--- src/rtl/clk_monitor.sv ---
// Reference-clock frequency/lock monitor: counts synchronized rising edges of
// ref_in per WINDOW clk cycles and tracks lock against a [CNT_MIN, CNT_MAX] band.
module clk_monitor #(
  parameter int unsigned WINDOW       = 1024,
  parameter int unsigned CW           = 16,
  parameter int unsigned CNT_MIN      = 120,
  parameter int unsigned CNT_MAX      = 136,
  parameter int unsigned GOOD_WINDOWS = 4
) (
  input  logic          clk,
  input  logic          reset,
  input  logic          ref_in,
  input  logic          fault_clr,
  output logic          locked,
  output logic          fault,
  output logic [CW-1:0] last_count,
  output logic          count_valid
);

  localparam int unsigned WW = $clog2(WINDOW);
  localparam int unsigned RW = $clog2(GOOD_WINDOWS + 1);
  localparam int unsigned XW = (CW > 32) ? CW : 32;
  localparam logic [WW-1:0] WIN_LAST = WW'(WINDOW - 1);
  localparam logic [RW-1:0] RUN_MAX  = RW'(GOOD_WINDOWS);

  typedef enum logic {
    ST_UNLOCKED,
    ST_LOCKED
  } state_e;

  logic          sync1_q, sync2_q, prev_q;
  logic [WW-1:0] win_q, win_d;
  logic [CW-1:0] cnt_q, cnt_d, cnt_fin;
  logic [CW-1:0] last_q, last_d;
  logic          cv_q, cv_d;
  state_e        state_q, state_d;
  logic [RW-1:0] run_q, run_d;
  logic          fault_q, fault_d;
  logic          edge_det, terminal, good, fault_set;

  assign edge_det = sync2_q & ~prev_q;
  assign terminal = (win_q == WIN_LAST);

  // Count as it stands after this cycle's edge; this is what gets evaluated on the terminal cycle.
  assign cnt_fin = (edge_det && (cnt_q != '1)) ? cnt_q + 1'b1 : cnt_q;
  assign good    = (XW'(cnt_fin) >= XW'(CNT_MIN)) && (XW'(cnt_fin) <= XW'(CNT_MAX));

  always_comb begin
    win_d  = terminal ? '0 : win_q + 1'b1;
    cnt_d  = terminal ? '0 : cnt_fin;
    last_d = terminal ? cnt_fin : last_q;
    cv_d   = terminal;
  end

  always_ff @(posedge clk) begin
    if (reset) begin
      sync1_q <= 1'b0;
      sync2_q <= 1'b0;
      prev_q  <= 1'b0;
      win_q   <= '0;
      cnt_q   <= '0;
      last_q  <= '0;
      cv_q    <= 1'b0;
    end else begin
      sync1_q <= ref_in;
      sync2_q <= sync1_q;
      prev_q  <= sync2_q;
      win_q   <= win_d;
      cnt_q   <= cnt_d;
      last_q  <= last_d;
      cv_q    <= cv_d;
    end
  end

  // Lock FSM: state register
  always_ff @(posedge clk) begin
    if (reset) begin
      state_q <= ST_UNLOCKED;
      run_q   <= '0;
      fault_q <= 1'b0;
    end else begin
      state_q <= state_d;
      run_q   <= run_d;
      fault_q <= fault_d;
    end
  end

  // Lock FSM: next state
  always_comb begin
    state_d   = state_q;
    run_d     = run_q;
    fault_set = 1'b0;
    if (terminal) begin
      case (state_q)
        ST_UNLOCKED: begin
          if (good) begin
            if (run_q != RUN_MAX) run_d = run_q + 1'b1;
            if (run_d == RUN_MAX) state_d = ST_LOCKED;
          end else begin
            run_d = '0;
          end
        end
        ST_LOCKED: begin
          if (!good) begin
            run_d     = '0;
            state_d   = ST_UNLOCKED;
            fault_set = 1'b1;
          end
        end
      endcase
    end
    // A set in the same cycle as a clear request takes priority.
    fault_d = fault_set | (fault_q & ~fault_clr);
  end

  // Lock FSM: outputs
  always_comb begin
    locked = (state_q == ST_LOCKED);
    fault  = fault_q;
  end

  assign last_count  = last_q;
  assign count_valid = cv_q;

endmodule

--- config.mk ---
export PLATFORM = sky130hd
export DESIGN_NAME = clk_monitor
export DESIGN_NICKNAME = d
export VERILOG_FILES = /design/src/rtl/clk_monitor.sv
export SDC_FILE = /design/constraint.sdc
export NUM_CORES = 1
export LEC_CHECK = 0
export CAP_MARGIN = 20
export CELL_PAD_IN_SITES_DETAIL_PLACEMENT = 1
export CELL_PAD_IN_SITES_GLOBAL_PLACEMENT = 2
export CORE_MARGIN = 4
export CORE_UTILIZATION = 33
export CTS_BUF_LIST = sky130_fd_sc_hd__clkbuf_2 sky130_fd_sc_hd__clkbuf_4 sky130_fd_sc_hd__clkbuf_8
export DETAILED_ROUTE_END_ITERATION = 8
export PLACE_DENSITY_LB_ADDON = 0.1
export SYNTH_ARGS = -nofsm -noshare
export SYNTH_HDL_FRONTEND = slang
export SYNTH_SLANG_ARGS = --single-unit
--- constraint.sdc ---
create_clock -name clk -period 2.25 [get_ports clk]
set_input_delay 0.225 -clock clk [delete_from_list [all_inputs] [get_ports clk]]
set_output_delay 0.225 -clock clk [all_outputs]
set_load 0.01 [all_outputs]
==> results of run 1 <==
-- cell usage after synthesis, types with 2 or more instances --
cell,n,area [sq um]
and3_1,6,37.5
and4_1,2,17.5
nor4_1,3,18.8
clkbuf_1,8,30.0
nand3_1,11,55.1
nand2b_1,2,12.5
nand4_1,5,31.3
o21ai_0,3,15.0
xor2_1,9,78.8
nor3b_1,3,22.5
nor2_1,52,195
xnor2_1,13,114
a31o_2,2,17.5
o211ai_1,2,15.0
nor2b_1,5,31.3
mux2i_1,2,20.0
or3_1,2,12.5
ha_1,4,50.1
nand2_1,9,33.8
a21oi_1,6,30.0
a211oi_1,15,113
buf_6,3,33.8
nor3_1,6,30.0
inv_1,6,22.5
a31oi_1,5,31.3
dfxtp_1,51,1020
a2111o_1,2,22.5
buf_4,2,15.0
-- kinds of logic (layout without fill, tap and decap cells) --
logic type / after synthesis / count (layout) / share of synthesized area [%]
AO/OA/AOI/OAI: 46 / 46 / 14.9
XOR/XNOR: 22 / 22 / 8.01
adder cells (fa/ha/maj): 4 / 4 / 2.08
buffers and inverters: 21 / 86 / 4.73
flip-flops: 51 / 51 / 42.4
multiplexers: 3 / 3 / 1.46
AND/OR/NAND/NOR: 118 / 118 / 26.4
-- worst max-delay path by stage --
stage / startpoint / slack, ns / end
after global routing: cnt_q[0]$_SDFF_PP0_ / -0.11 / fault$_SDFF_PP0_
after detailed placement: cnt_q[1]$_SDFF_PP0_ / -0.25 / fault$_SDFF_PP0_
after CTS: cnt_q[1]$_SDFF_PP0_ / -0.05 / fault$_SDFF_PP0_
final: cnt_q[0]$_SDFF_PP0_ / -0.03 / fault$_SDFF_PP0_
after global placement: cnt_q[1]$_SDFF_PP0_ / -0.13 / fault$_SDFF_PP0_
after floorplan: cnt_q[2]$_SDFF_PP0_ / -0.02 / fault$_SDFF_PP0_
-- power groups by stage --
| stage | clock, mW | sequential (mW) | combinational (mW) |
|---|---|---|---|
| after floorplan | 0 | 0.936 | 0.0330 |
| after global placement | 0 | 0.937 | 0.0587 |
| after detailed placement | 0 | 0.937 | 0.0590 |
| after CTS | 0.685 | 0.916 | 0.0617 |
| after global routing | 0.728 | 0.917 | 0.0672 |
| final | 0.664 | 0.916 | 0.0613 |
-- final cells by class --
type | instances | area [sq um] | area share, %
Sequential cell | 51 | 1030 | 31.5
Tap cell | 96 | 120 | 3.66
Inverter | 6 | 22.5 | 0.687
Clock inverter | 3 | 43.8 | 1.34
Timing Repair Buffer | 72 | 612 | 18.7
Multi-Input combinational cell | 193 | 1380 | 42.0
Clock buffer | 5 | 68.8 | 2.10
-- through the flow --
step | util (%) | hold slack [ns]
global placement | 43.6 | 0.445
detailed placement | 43.6 | 0.453
global route | 47.2 | 0.473
finish | 47.2 | 0.471
floorplan | - | 0.353
CTS | 46.5 | 0.476
-- worst max-delay path, delay by kind of cell (launching register included) --
kind,cells,cell delay [ns]
muxes,1,0.33
and+or+nand+nor,4,0.94
buffers and inverters,1,0.15
AOI/OAI and AO/OA,2,0.38
DFF,1,0.38
-- sequential cells by signal, indices dropped and copies added (netlist names) --
| name | flops |
|---|---|
| cnt_q | 16 |
| count_valid | 1 |
| fault | 1 |
| last_count | 16 |
| locked | 1 |
| prev_q | 1 |
| run_q | 3 |
| sync1_q | 1 |
| sync2_q | 1 |
| win_q | 10 |
-- cells in the final DEF (no fill, tap or decap), types with 5 or more instances in the layout --
master           Yosys  routed
clkbuf_8             0       5
a21oi_1              6       6
a31oi_1              5       5
buf_4                2      48
xor2_1               9       9
and3_1               6       6
inv_1                6       6
nand4_1              5       5
dfxtp_1             51      45
nand2_1              9       9
nor2_1              52      52
nand3_1             11      11
a211oi_1            15      15
clkdlybuf4s50_1      0      22
xnor2_1             13      13
-- per-layer routing --
layer | vias up | part of all wire (%) | global-route usage [%]
met5 | - | 0 | 0
met4 | 0 | 0.92 | 4.40
met3 | 5 | 2.8 | 3.30
met2 | 23 | 49 | 27.0
met1 | 1035 | 47 | 20.1
li1 | 1076 | - | -
-- timing repair --
item	in CTS	in global routing
gates resized for setup	18	10
buffers inserted	3	1
hold buffers	0	0
setup endpoints to repair	5	6
pin swaps	11	10
gates cloned	0	0
==> impl_metrics.toml, run 1 <==
[clocking]
clk_latency_ns = 0.31
clkTransAtPathRegs_ns = 0.10
cts_sinks = 51
cts_tree = "built"
cts_max_level = 2
cts_buffers = 5
clockBufferDepth = 2
clockRootBuffer = "clkbuf_8"

[setup_path]
required_ns = 2.46
cpMaxStageDelayCell = "or4b_4"
reg2reg_to = "fault$_SDFF_PP0_"
r2r_slack_ns = -0.03
path_cells = "and3_4 > nand4_4 > or4b_4 > mux2_4 > a211oi_4 > buf_6 > nand2_4 > a31o_4"
worst_setup_path_end_kind = "register"
critPathKind = "register to register"
critical_path_arrival_ns = 2.49
crit_fanout = 5
slowest_delay_ns = 0.55
r2r_cells = 8
timing.rr.start = "cnt_q[0]$_SDFF_PP0_"
critical_path.startpoint_type = "register"

[placed_design]
post-place-ws_ns = -0.248
place.gp.congestion = 0.799
place_hpwl_mm = 4.80
placed_cell_area_sq_mm = 0.00303
dp.cells = 414
portBuffers = 22

[min_path]
hold-path-endpoint = "win_q[0]$_SDFF_PP0_"
min_path_cells = 1
worstHoldStart = "win_q[0]$_SDFF_PP0_"
min-delay-path-class = "register to register"

[pwr]
internal_power_mw = 1.27
ir_drop_mv = 0.311
power_mw = 1.64
switchingPower_mw = 0.373
clkPwrFrac_pct = 40.5
power_frac_comb_pct = 3.7
sw_frac_of_total_pct = 22.7
p_leak_nw = 1.24
power_density_mw_per_mm2 = 501
power_frac_seq_pct = 55.8

[job]
maxCapViolations = 0

[timing]
fin_skew_ns = 0.00826
rsz0062_at_grt = "yes"
setup_violations = 1
fin_tns_setup_ns = -0.0345
finalWorstPathRequiredPeriod_ns = 2.28
drv_slew = 0
tightest_slew_ns = 0.373
setup_ws_ns = -0.0345
relSlewSlack_pct = 74.9
finalHoldViolCount = 0
layout_worst_path_cycle_share_pct = 102
fmax_mhz = 438

[route]
ant_nets = 0
drc = 0
drt_iter0_markers = 45
wl_mm = 6.54
vias_per_cell = 5.02
dr.pass1.iters = 4
routed_wire_length_per_instance_um = 15.3
num_vias = 2139

[yosys]
synthArstFlopShare_pct = 0
synth_nets = 273
syn_area_sq_mm = 0.00241
avgSynthCellArea_sq_um = 9.08
synth_edf_count = 0
syn_inst = 265
synth-seq-cells = 51
yosys_warnings = 0
synth_seq_area_share_pct = 42.4
netlist-cell-type-count = 54
ys.flop_type = "dfxtp_1"

[die]
ios = 23
die-area_sq_mm = 0.00872
die_height_um = 93.4
start_util_pct = 34.6
rows = 30
die_w_um = 93.4
coreArea_sq_mm = 0.00694

[run_status]
status = "finished, violations left"
violations = "setup timing"

[final_layout]
design_area_sq_mm = 0.00328
finalNonFillerCells = 426
fillers = 817
antennaDiodeCount = 0
area_growth_syn_to_layout_pct = 36.3
drive_above_1_share_pct = 27.6
final_nets = 337

[grt]
grt_usage_pct = 15.8
grt_pass1_wl_mm = 10.9
grt_overflow = 0
grt_max_degree = 17
antenna_found_initial = 0
grt_pass1_vias = 2195
Note: power is estimated with default switching activity, not from simulation.
==> inputs of run 2 (changes only) <==
--- a/config.mk
+++ b/config.mk
@@ -8,10 +8,11 @@
 export CAP_MARGIN = 20
 export CELL_PAD_IN_SITES_DETAIL_PLACEMENT = 1
 export CELL_PAD_IN_SITES_GLOBAL_PLACEMENT = 2
-export CORE_MARGIN = 4
+export CORE_MARGIN = 5
 export CORE_UTILIZATION = 33
 export CTS_BUF_LIST = sky130_fd_sc_hd__clkbuf_2 sky130_fd_sc_hd__clkbuf_4 sky130_fd_sc_hd__clkbuf_8
 export DETAILED_ROUTE_END_ITERATION = 8
+export GPL_TIMING_DRIVEN = 0
 export PLACE_DENSITY_LB_ADDON = 0.1
 export SYNTH_ARGS = -nofsm -noshare
 export SYNTH_HDL_FRONTEND = slang
==> impl_metrics.toml, run 2 (synthesis gave the netlist of run 1 again) <==
[timing]
setup_ws_ns = -0.105
tightest_slew_ns = 0.559
finalHoldViolCount = 0
drv_slew = 0
setup_violations = 5
relSlewSlack_pct = 62.7
rsz0062_at_grt = "yes"
finalWorstPathRequiredPeriod_ns = 2.35
fin_skew_ns = 0.0170
fmax_mhz = 425
layout_worst_path_cycle_share_pct = 105

[die]
die_w_um = 95.4
die-area_sq_mm = 0.00910
rows = 31
coreArea_sq_mm = 0.00718
start_util_pct = 33.5
die_height_um = 95.4
ios = 23

[pwr]
power_density_mw_per_mm2 = 487
power_mw = 1.55
ir_drop_mv = 0.225
p_leak_nw = 1.15

[job]
maxCapViolations = 0

[setup_path]
crit_fanout = 5
required_ns = 2.47
critical_path.startpoint_type = "register"
worst_setup_path_end_kind = "register"
critical_path_arrival_ns = 2.57
critPathKind = "register to register"

[grt]
grt_pass1_vias = 2092
grt_pass1_wl_mm = 10.6
antenna_found_initial = 0
grt_overflow = 0
grt_usage_pct = 14.9
grt_max_degree = 16

[final_layout]
area_growth_syn_to_layout_pct = 32.0
finalNonFillerCells = 417
fillers = 838
drive_above_1_share_pct = 23.9
final_nets = 325
final_common_cell = "nor2_1"
design_area_sq_mm = 0.00318
antennaDiodeCount = 0
final_cell_mix = "52 x nor2_1, 40 x dfxtp_1, 25 x buf_4"

[route]
vias_per_cell = 5.03
dr.pass1.iters = 6
drc = 0
drt_iter0_markers = 79
routed_wire_length_per_instance_um = 16.1
ant_nets = 0
num_vias = 2096
wl_mm = 6.72

[clocking]
clk_latency_ns = 0.31
clockRootBuffer = "clkbuf_8"
cts_tree = "built"
clkTransAtPathRegs_ns = 0.10
cts_max_level = 2
clockBufferDepth = 2
cts_buffers = 5
cts_hold_repair.buffers = 0
cts_sinks = 51

[placed_design]
place.gp.congestion = 0.729
portBuffers = 22
place_hpwl_mm = 4.44
dp.cells = 386
placed_cell_area_sq_mm = 0.00276

[min_path]
min-delay-path-class = "register to register"

[run_status]
violations = "setup timing"
status = "finished, violations left"
==> run 2: metrics by stage <==
| stage | setup TNS [ns] | worst slack [ns] | util, % | hold slack, ns |
|---|---|---|---|---|
| after floorplan | -0.0176 | -0.0176 | - | 0.353 |
| after global placement | -1.59 | -0.374 | 38.5 | 0.445 |
| after detailed placement | -1.59 | -0.369 | 38.5 | 0.455 |
| after CTS | -0.478 | -0.135 | 42.7 | 0.464 |
| after global routing | -0.845 | -0.209 | 44.3 | 0.469 |
| final | -0.227 | -0.105 | 44.3 | 0.459 |
==> run 2: path summary, 6_finish.rpt <==
path / start / end / slack, ns / cells after the start
max reg2reg: cnt_q[1]$_SDFF_PP0_ / fault$_SDFF_PP0_ / -0.10 / 9
min reg2reg: sync1_q$_SDFF_PP0_ / sync2_q$_SDFF_PP0_ / 0.46 / 1
min: sync1_q$_SDFF_PP0_ / sync2_q$_SDFF_PP0_ / 0.46 / 1
max: cnt_q[1]$_SDFF_PP0_ / fault$_SDFF_PP0_ / -0.10 / 9
==> run 2: final cells by class <==
class,count,area [sq um],share of cell area (%)
multi-input cells,193,1380,43.5
flip-flops and latches,51,1040,32.8
repair buffers,50,454,14.3
well taps,99,124,3.90
clock buffers,7,90.1,2.84
plain buffers,10,51.3,1.62
inverters,6,22.5,0.709
clock inverters,1,8.76,0.276
==> run 2: critical path, cell delays in order, from the launching register on <==
cell      delay (ns)
dfxtp_4         0.37
ha_4            0.17
nand4_4         0.10
nor4_4          0.08
buf_4           0.15
or3_4           0.37
a2111o_1        0.46
o22ai_4         0.25
nand2_4         0.08
a31o_4          0.24
==> run 2: where the power goes <==
group	switching, mW	internal (mW)
Sequential	0.00724	0.907
Clock	0.312	0.265
Combinational	0.0332	0.0223
==> run 2: per-layer routing <==
metal | GRT usage [%] | routed length, um
met4 | 3.20 | 71
met5 | 0 | 0
met2 | 25.6 | 3350
met1 | 19.4 | 3080
met3 | 2.76 | 212
==> run 2: repair_timing <==
item	in CTS	in global routing
buffers inserted	16	13
resized for setup	19	19
hold endpoints to repair	0	0
pin swaps	14	15
gates cloned	0	0
endpoints found under the setup margin	7	14
==> inputs of run 3 (changes only) <==
--- a/config.mk
+++ b/config.mk
@@ -13,6 +13,7 @@
 export CTS_BUF_LIST = sky130_fd_sc_hd__clkbuf_2 sky130_fd_sc_hd__clkbuf_4 sky130_fd_sc_hd__clkbuf_8
 export DETAILED_ROUTE_END_ITERATION = 8
 export GPL_TIMING_DRIVEN = 0
+export HOLD_SLACK_MARGIN = 0.05
 export PLACE_DENSITY_LB_ADDON = 0.1
 export SYNTH_ARGS = -nofsm -noshare
 export SYNTH_HDL_FRONTEND = slang
==> results of run 3 <==
Final layout, timing and power as in run 2 (identical DEF).
